File: config.mk
export PLATFORM = sky130hd
export DESIGN_NAME = sprite_blitter
export DESIGN_NICKNAME = d
export VERILOG_FILES = /design/src/rtl/sprite_blitter.sv
export SDC_FILE = /design/constraint.sdc
export NUM_CORES = 1
export LEC_CHECK = 0
export ABC_AREA = 1
export CORE_UTILIZATION = 62
export CTS_CLUSTER_SIZE = 8
export DETAILED_ROUTE_END_ITERATION = 10
export DONT_BUFFER_PORTS = 1
export PLACE_DENSITY_LB_ADDON = 0.2
export SYNTH_ARGS = -nofsm -noshare
export SYNTH_HDL_FRONTEND = slang
export SYNTH_SLANG_ARGS = --single-unit
File: constraint.sdc
create_clock -name CLK2 -period 8.35 [get_ports CLK2]
set_input_delay 0.4175 -clock CLK2 [delete_from_list [all_inputs] [get_ports CLK2]]
set_output_delay 0.4175 -clock CLK2 [all_outputs]
set_load 0.03 [all_outputs]
File: src/rtl/sprite_blitter.sv
// Avalon-MM master copying a row-major SRAM sprite into the 640x480x16 framebuffer,
// with colour key and screen-edge clipping. Define SPRITE_BLITTER_FILL_EN for solid-fill mode.
module sprite_blitter #(
    parameter int SCREEN_W     = 640,
    parameter int SCREEN_H     = 480,
    parameter int SLOT_CYCLES  = 2,
    parameter int READ_LATENCY = 2
) (
    input  logic        CLK2,
    input  logic        RESET,
    input  logic        START,
    input  logic [19:0] SRC_BASE,
    input  logic [9:0]  DST_X,
    input  logic [9:0]  DST_Y,
    input  logic [9:0]  WIDTH,
    input  logic [9:0]  HEIGHT,
    input  logic        KEY_EN,
    input  logic [15:0] KEY_COLOR,
`ifdef SPRITE_BLITTER_FILL_EN
    input  logic        FILL_MODE,
    input  logic [15:0] FILL_COLOR,
`endif
    output logic        BUSY,
    output logic        DONE,
    output logic        AVL_READ,
    output logic        AVL_WRITE,
    output logic [19:0] AVL_ADDR,
    output logic [15:0] AVL_WRITEDATA,
    input  logic [15:0] AVL_READDATA
);

    typedef enum logic [2:0] {
        S_IDLE, S_SETUP, S_PIX, S_RD, S_WAIT, S_WR, S_FIN
    } state_t;

    localparam logic [7:0]  SLOT_LAST = 8'(SLOT_CYCLES - 1);
    localparam logic [7:0]  WAIT_LAST = 8'(READ_LATENCY - 1);
    localparam logic [10:0] SCR_W_11  = 11'(SCREEN_W);
    localparam logic [10:0] SCR_H_11  = 11'(SCREEN_H);
    localparam logic [19:0] SCR_W_20  = 20'(SCREEN_W);

    state_t      state_q, state_d;
    logic [7:0]  cnt_q, cnt_d;
    logic [19:0] src_q, src_d;
    logic [9:0]  col_q, col_d;
    logic [9:0]  row_q, row_d;
    logic [19:0] dst_base_q, dst_base_d;
    logic [15:0] pix_q, pix_d;

    // Command latched at START
    logic [19:0] src_base_q, src_base_d;
    logic [9:0]  dst_x_q, dst_x_d, dst_y_q, dst_y_d;
    logic [9:0]  width_q, width_d, height_q, height_d;
    logic        key_en_q, key_en_d;
    logic [15:0] key_color_q, key_color_d;
`ifdef SPRITE_BLITTER_FILL_EN
    logic        fill_mode_q, fill_mode_d;
    logic [15:0] fill_color_q, fill_color_d;
`endif

    logic [9:0] col_inc, row_inc;
    logic       row_wrap, last_pix, clipped, advance;

    assign col_inc  = col_q + 10'd1;
    assign row_inc  = row_q + 10'd1;
    assign row_wrap = (col_inc == width_q);
    assign last_pix = row_wrap && (row_inc == height_q);
    assign clipped  = (({1'b0, dst_x_q} + {1'b0, col_q}) >= SCR_W_11) ||
                      (({1'b0, dst_y_q} + {1'b0, row_q}) >= SCR_H_11);

    // NOTE: every variable gets a default before the case so no latch is inferred.
    always_comb begin
        state_d     = state_q;
        cnt_d       = cnt_q;
        src_d       = src_q;
        col_d       = col_q;
        row_d       = row_q;
        dst_base_d  = dst_base_q;
        pix_d       = pix_q;
        src_base_d  = src_base_q;
        dst_x_d     = dst_x_q;
        dst_y_d     = dst_y_q;
        width_d     = width_q;
        height_d    = height_q;
        key_en_d    = key_en_q;
        key_color_d = key_color_q;
`ifdef SPRITE_BLITTER_FILL_EN
        fill_mode_d  = fill_mode_q;
        fill_color_d = fill_color_q;
`endif
        advance     = 1'b0;

        case (state_q)
            S_IDLE: begin
                if (START) begin
                    src_base_d  = SRC_BASE;
                    dst_x_d     = DST_X;
                    dst_y_d     = DST_Y;
                    width_d     = WIDTH;
                    height_d    = HEIGHT;
                    key_en_d    = KEY_EN;
                    key_color_d = KEY_COLOR;
`ifdef SPRITE_BLITTER_FILL_EN
                    fill_mode_d  = FILL_MODE;
                    fill_color_d = FILL_COLOR;
`endif
                    state_d     = S_SETUP;
                end
            end
            S_SETUP: begin
                col_d      = '0;
                row_d      = '0;
                src_d      = src_base_q;
                dst_base_d = 20'(dst_y_q) * SCR_W_20 + 20'(dst_x_q);
                state_d    = (width_q == '0 || height_q == '0) ? S_FIN : S_PIX;
            end
            S_PIX: begin
                cnt_d = '0;
                if (clipped) begin
                    advance = 1'b1;
                end else begin
`ifdef SPRITE_BLITTER_FILL_EN
                    if (fill_mode_q) begin
                        pix_d   = fill_color_q;
                        state_d = S_WR;
                    end else
`endif
                    state_d = S_RD;
                end
            end
            S_RD: begin
                cnt_d = cnt_q + 8'd1;
                if (cnt_q == SLOT_LAST) begin
                    cnt_d   = '0;
                    state_d = S_WAIT;
                end
            end
            S_WAIT: begin
                cnt_d = cnt_q + 8'd1;
                if (cnt_q == WAIT_LAST) begin
                    // Key decision uses the word being captured, so a keyed pixel costs no extra cycle
                    pix_d = AVL_READDATA;
                    cnt_d = '0;
                    if (key_en_q && (AVL_READDATA == key_color_q))
                        advance = 1'b1;
                    else
                        state_d = S_WR;
                end
            end
            S_WR: begin
                cnt_d = cnt_q + 8'd1;
                if (cnt_q == SLOT_LAST) begin
                    cnt_d   = '0;
                    advance = 1'b1;
                end
            end
            S_FIN:   state_d = S_IDLE;
            default: state_d = S_IDLE;
        endcase

        if (advance) begin
            src_d = src_q + 20'd1;
            if (row_wrap) begin
                col_d      = '0;
                row_d      = row_inc;
                dst_base_d = dst_base_q + SCR_W_20;
            end else begin
                col_d = col_inc;
            end
            state_d = last_pix ? S_FIN : S_PIX;
        end
    end

    always_ff @(posedge CLK2) begin
        if (RESET) begin
            state_q <= S_IDLE;
            cnt_q   <= '0;
        end else begin
            state_q <= state_d;
            cnt_q   <= cnt_d;
        end
    end

    // NOTE: datapath registers carry no reset; every output is gated by state, so they read 0 in IDLE.
    always_ff @(posedge CLK2) begin
        src_q       <= src_d;
        col_q       <= col_d;
        row_q       <= row_d;
        dst_base_q  <= dst_base_d;
        pix_q       <= pix_d;
        src_base_q  <= src_base_d;
        dst_x_q     <= dst_x_d;
        dst_y_q     <= dst_y_d;
        width_q     <= width_d;
        height_q    <= height_d;
        key_en_q    <= key_en_d;
        key_color_q <= key_color_d;
`ifdef SPRITE_BLITTER_FILL_EN
        fill_mode_q  <= fill_mode_d;
        fill_color_q <= fill_color_d;
`endif
    end

    assign BUSY          = (state_q != S_IDLE);
    assign DONE          = (state_q == S_FIN);
    assign AVL_READ      = (state_q == S_RD);
    assign AVL_WRITE     = (state_q == S_WR);
    assign AVL_ADDR      = (state_q == S_RD) ? src_q :
                           (state_q == S_WR) ? dst_base_q + 20'(col_q) : '0;
    assign AVL_WRITEDATA = (state_q == S_WR) ? pix_q : '0;

endmodule

==> results.txt <==
- The completed layout was analyzed and its total power is 3.88 mW.
- Worst Hold Class: input pin to flop
- OpenSTA, run right after detailed placement, puts the worst setup slack at 4.77 ns.
- Ranked by total cell area, the synthesized netlist is headed by sky130_fd_sc_hd__edfxtp_1 (39%), sky130_fd_sc_hd__nand2_1 (12%), sky130_fd_sc_hd__ha_1 (6.8%), sky130_fd_sc_hd__dfxtp_1 (6.7%), sky130_fd_sc_hd__inv_1 (6.3%).
- Across all setup checks in the final design, the least slack found is 4.60 ns.
- Die span in x: 130 microns
- For this design, the CTS-stage hold fixing added 0 buffers.
* Cell at the root of the clock tree: sky130_fd_sc_hd__clkbuf_16
- TritonCTS built the clock tree.
* Crit path kind: flop to primary output
- Floorplan die area: 0.0168 sq mm
* DRT antenna net count: 0
* Unrepaired setup endpoints after global routing: false
- Power density over the cells: 355 mW/mm^2
- The HPWL after detailed placement is 16100 microns.
- The worst setup path is captured at a primary output.
* Final standard cell utilization of the core: 68.9%
* Source-to-sink clock delay at the later pin of the worst-skew pair: 0.44 ns
- Via Count: 7972
- Number of buffers inserted by post-CTS setup repair: 0
- Number of global-route vias before repair: 7264
- Core Rows: 46
* Fraction of power consumed by combinational cells: 42.0%
- Per-cell via count in the routed design: 5.46
- After detailed routing, the total wire length is 21600 microns.
- Average wire per cell in the routed design: 14.8 microns
- In the final layout, the share of cells above drive strength 1 is 6.03%.
- The region available for standard cell placement spans 0.0159 sq mm.
- Outcome: complete, no violations
- Final sum of negative setup slack: 0 ns
- Period Utilization, post-route: 44.9%
- For the pin with the worst max-slew slack, the measured transition is 1.14 ns.
* Net load switching power: 1.71 mW
- Among all flip-flop cells after synthesis, the most frequent one is sky130_fd_sc_hd__edfxtp_1.
- Number of search-and-repair iterations in the first detailed-routing pass: 5
- The worst setup path is launched from a flop.
- Synth-to-layout area growth: 8.28%
- The first global-routing pass estimated 34800 microns of wire.
* Clock-pin slew of the registers on the worst-case setup and hold paths: 0.08 ns
- Total number of clock tree sinks: 164
- Yosys mapped a number of flops with a built-in enable equal to 130.
- The H-tree was split into 4 levels.
* TritonCTS Buffers: 17
* Drt drc: 0
- Post-CTS repair changed the size of 0 cells.
- Maximum fanout along the worst path: 8
- Worst Path Required: 7.93 ns
* GRT overflow: 0
- Post-layout instance area: 0.0109 sq mm
- The number of antenna violations at the first check in global routing came to 1.
- In this run the biggest area consumer among cell types represents 38.6% of the synthesized area.
* Count of pins over their slew limit: 0
* Switching Fraction: 44.0%
- Leakage: 4.80 nW
- For this run, the number of Yosys warnings is 0.
* Syn Area/Cell: 8.23 sq um
- Count of endpoints failing hold in the final timing report: 0
- Synthesis produced a netlist whose cell count is 1228.
- Final Skew: 0.00918 ns
- Total routing resource utilization after global routing: 26.8%
* Area of the mapped netlist: 0.0101 sq mm
- IR analysis of the VDD net gives a maximum drop of 197 uV.
- Internal power contribution: 2.17 mW
- At the end of routability-driven placement, the weighted congestion stood at 0.941.
* Cell accounting for the most synthesized area: sky130_fd_sc_hd__edfxtp_1
* Number of distinct library cell variants in the gate-level netlist after synthesis: 48
* Drt initial violations: 566
* Port Buf Inserts: 0
- Peak Freq: 0.267 GHz
- Data arrives at the worst endpoint at 3.33 ns.
- Initial core utilization: 63.6%
* Portion of total power attributed to sequential cells: 36.9%
- Relative contribution of the clock network to total power: 21.1%
- The routed design could run at a clock period as short as 3.75 ns.
- Count leader, synth: sky130_fd_sc_hd__nand2_1
- Most frequent cells after synthesis: sky130_fd_sc_hd__nand2_1 (334), sky130_fd_sc_hd__inv_1 (170), sky130_fd_sc_hd__edfxtp_1 (130)
- The tool flagged a number of max-cap violations equal to 0.
- Cell area after placement: 0.0103 sq mm
- Setup violations remaining at the end of the flow were counted as 0.
* Seq/Total Area, Yosys: 45.4%
* Async S/R FF share, synth: 0%
- Seq cells post-synth: 164
- Max clock buf depth: 2
* Height of the die: 130 microns
- Syn nets: 1384
* I/O Pins: 136
* Pin count of the biggest net entering global routing: 44
- # nets final: 1386
- Headroom to the max-slew limit: 23.5%
flip-flops by register name (all words and copies together), names as in the netlist, 16 cells and up:
| register | cells |
|---|---|
| key_color_q | 16 |
| src_q | 20 |
| src_base_q | 20 |
| pix_q | 16 |
| dst_base_q | 20 |
worst paths after layout:
path / start / endpoint / slack, ns / cells after the start
hold reg to reg: cnt_q[7] / cnt_q[7] / 0.51 / 2
setup / recovery: col_q[0] / AVL_ADDR[16] / 4.60 / 13
hold / removal: RESET / cnt_q[7] / 0.04 / 1
setup reg to reg: col_q[0] / col_q[0] / 4.76 / 15
metal layers:
layer  up-vias  GRT usage, %  routed length [microns]
met5         -             0                        0
met4         0          9.03                      371
met3        34          6.81                     1450
met2       249          43.7                    10100
met1      3621          34.8                     9630
li1       4068             -                        -
stage by stage:
step	instances	hold slack, ns
after floorplan	1228	0.465
after detailed placement	1427	0.491
after global placement	1427	0.485
after global routing	1459	0.0187
after CTS	1459	0.0285
final	1460	0.0380
critical path, stage by stage, from the launching register on:
cell and delay (ns):
sky130_fd_sc_hd__edfxtp_1 0.52, sky130_fd_sc_hd__ha_1 0.24, sky130_fd_sc_hd__fa_1 0.22, sky130_fd_sc_hd__nand3_1 0.09
sky130_fd_sc_hd__nand2_1 0.09, sky130_fd_sc_hd__nand2_1 0.05, sky130_fd_sc_hd__inv_1 0.07, sky130_fd_sc_hd__nand2_1 0.07
sky130_fd_sc_hd__o21ai_0 0.21, sky130_fd_sc_hd__inv_1 0.09, sky130_fd_sc_hd__o21a_1 0.19, sky130_fd_sc_hd__nor2_1 0.22
sky130_fd_sc_hd__a21oi_1 0.11, sky130_fd_sc_hd__o21ai_0 0.73
area by class of cell:
class / count / area [sq um]
flip-flops and latches: 164 / 4580
inverters: 178 / 673
clock inverters: 15 / 211
diodes: 1 / 2.50
well taps: 216 / 270
clock buffers: 17 / 425
multi-input cells: 863 / 4730
fillers: 1281 / 4940
repair buffers: 6 / 45.0
power by group through the flow:
stage                     sequential (mW)  combinational, mW  clock (mW)
final                                1.43               1.63       0.819
after global routing                 1.46               1.85       0.863
after CTS                            1.43               1.62       0.828
after detailed placement             1.44               1.60           0
after global placement               1.44               1.57           0
after floorplan                      1.37               1.32           0
cells by family after synthesis:
family	after synthesis	synth area share [%]
flip-flops	164	45.4
adder cells (fa/ha/maj)	60	7.80
AO/OA/AOI/OAI	170	9.55
buffers and inverters	201	7.90
AND/OR/NAND/NOR	577	24.4
XOR/XNOR	56	4.99
cell usage in the layout, fill, tap and decap left out, drive strengths merged, types with 4 or more instances in the layout:
| cell | synthesis | final |
|---|---|---|
| a21oi | 40 | 40 |
| nand2 | 338 | 338 |
| o21bai | 6 | 6 |
| edfxtp | 130 | 130 |
| nand3b | 5 | 5 |
| xnor2 | 16 | 16 |
| buf | 9 | 6 |
| a21o | 4 | 4 |
| nand4 | 24 | 24 |
| clkinv | 0 | 6 |
| o22ai | 14 | 14 |
| o21ai | 93 | 93 |
| nor3 | 13 | 13 |
| clkbuf | 14 | 17 |
| inv | 178 | 187 |
| nand3 | 64 | 64 |
| nor4 | 7 | 7 |
| xor2 | 39 | 39 |
| fa | 5 | 5 |
| nor2 | 123 | 123 |
| ha | 55 | 55 |
| dfxtp | 34 | 34 |
Note: power is estimated with default switching activity, not from simulation.
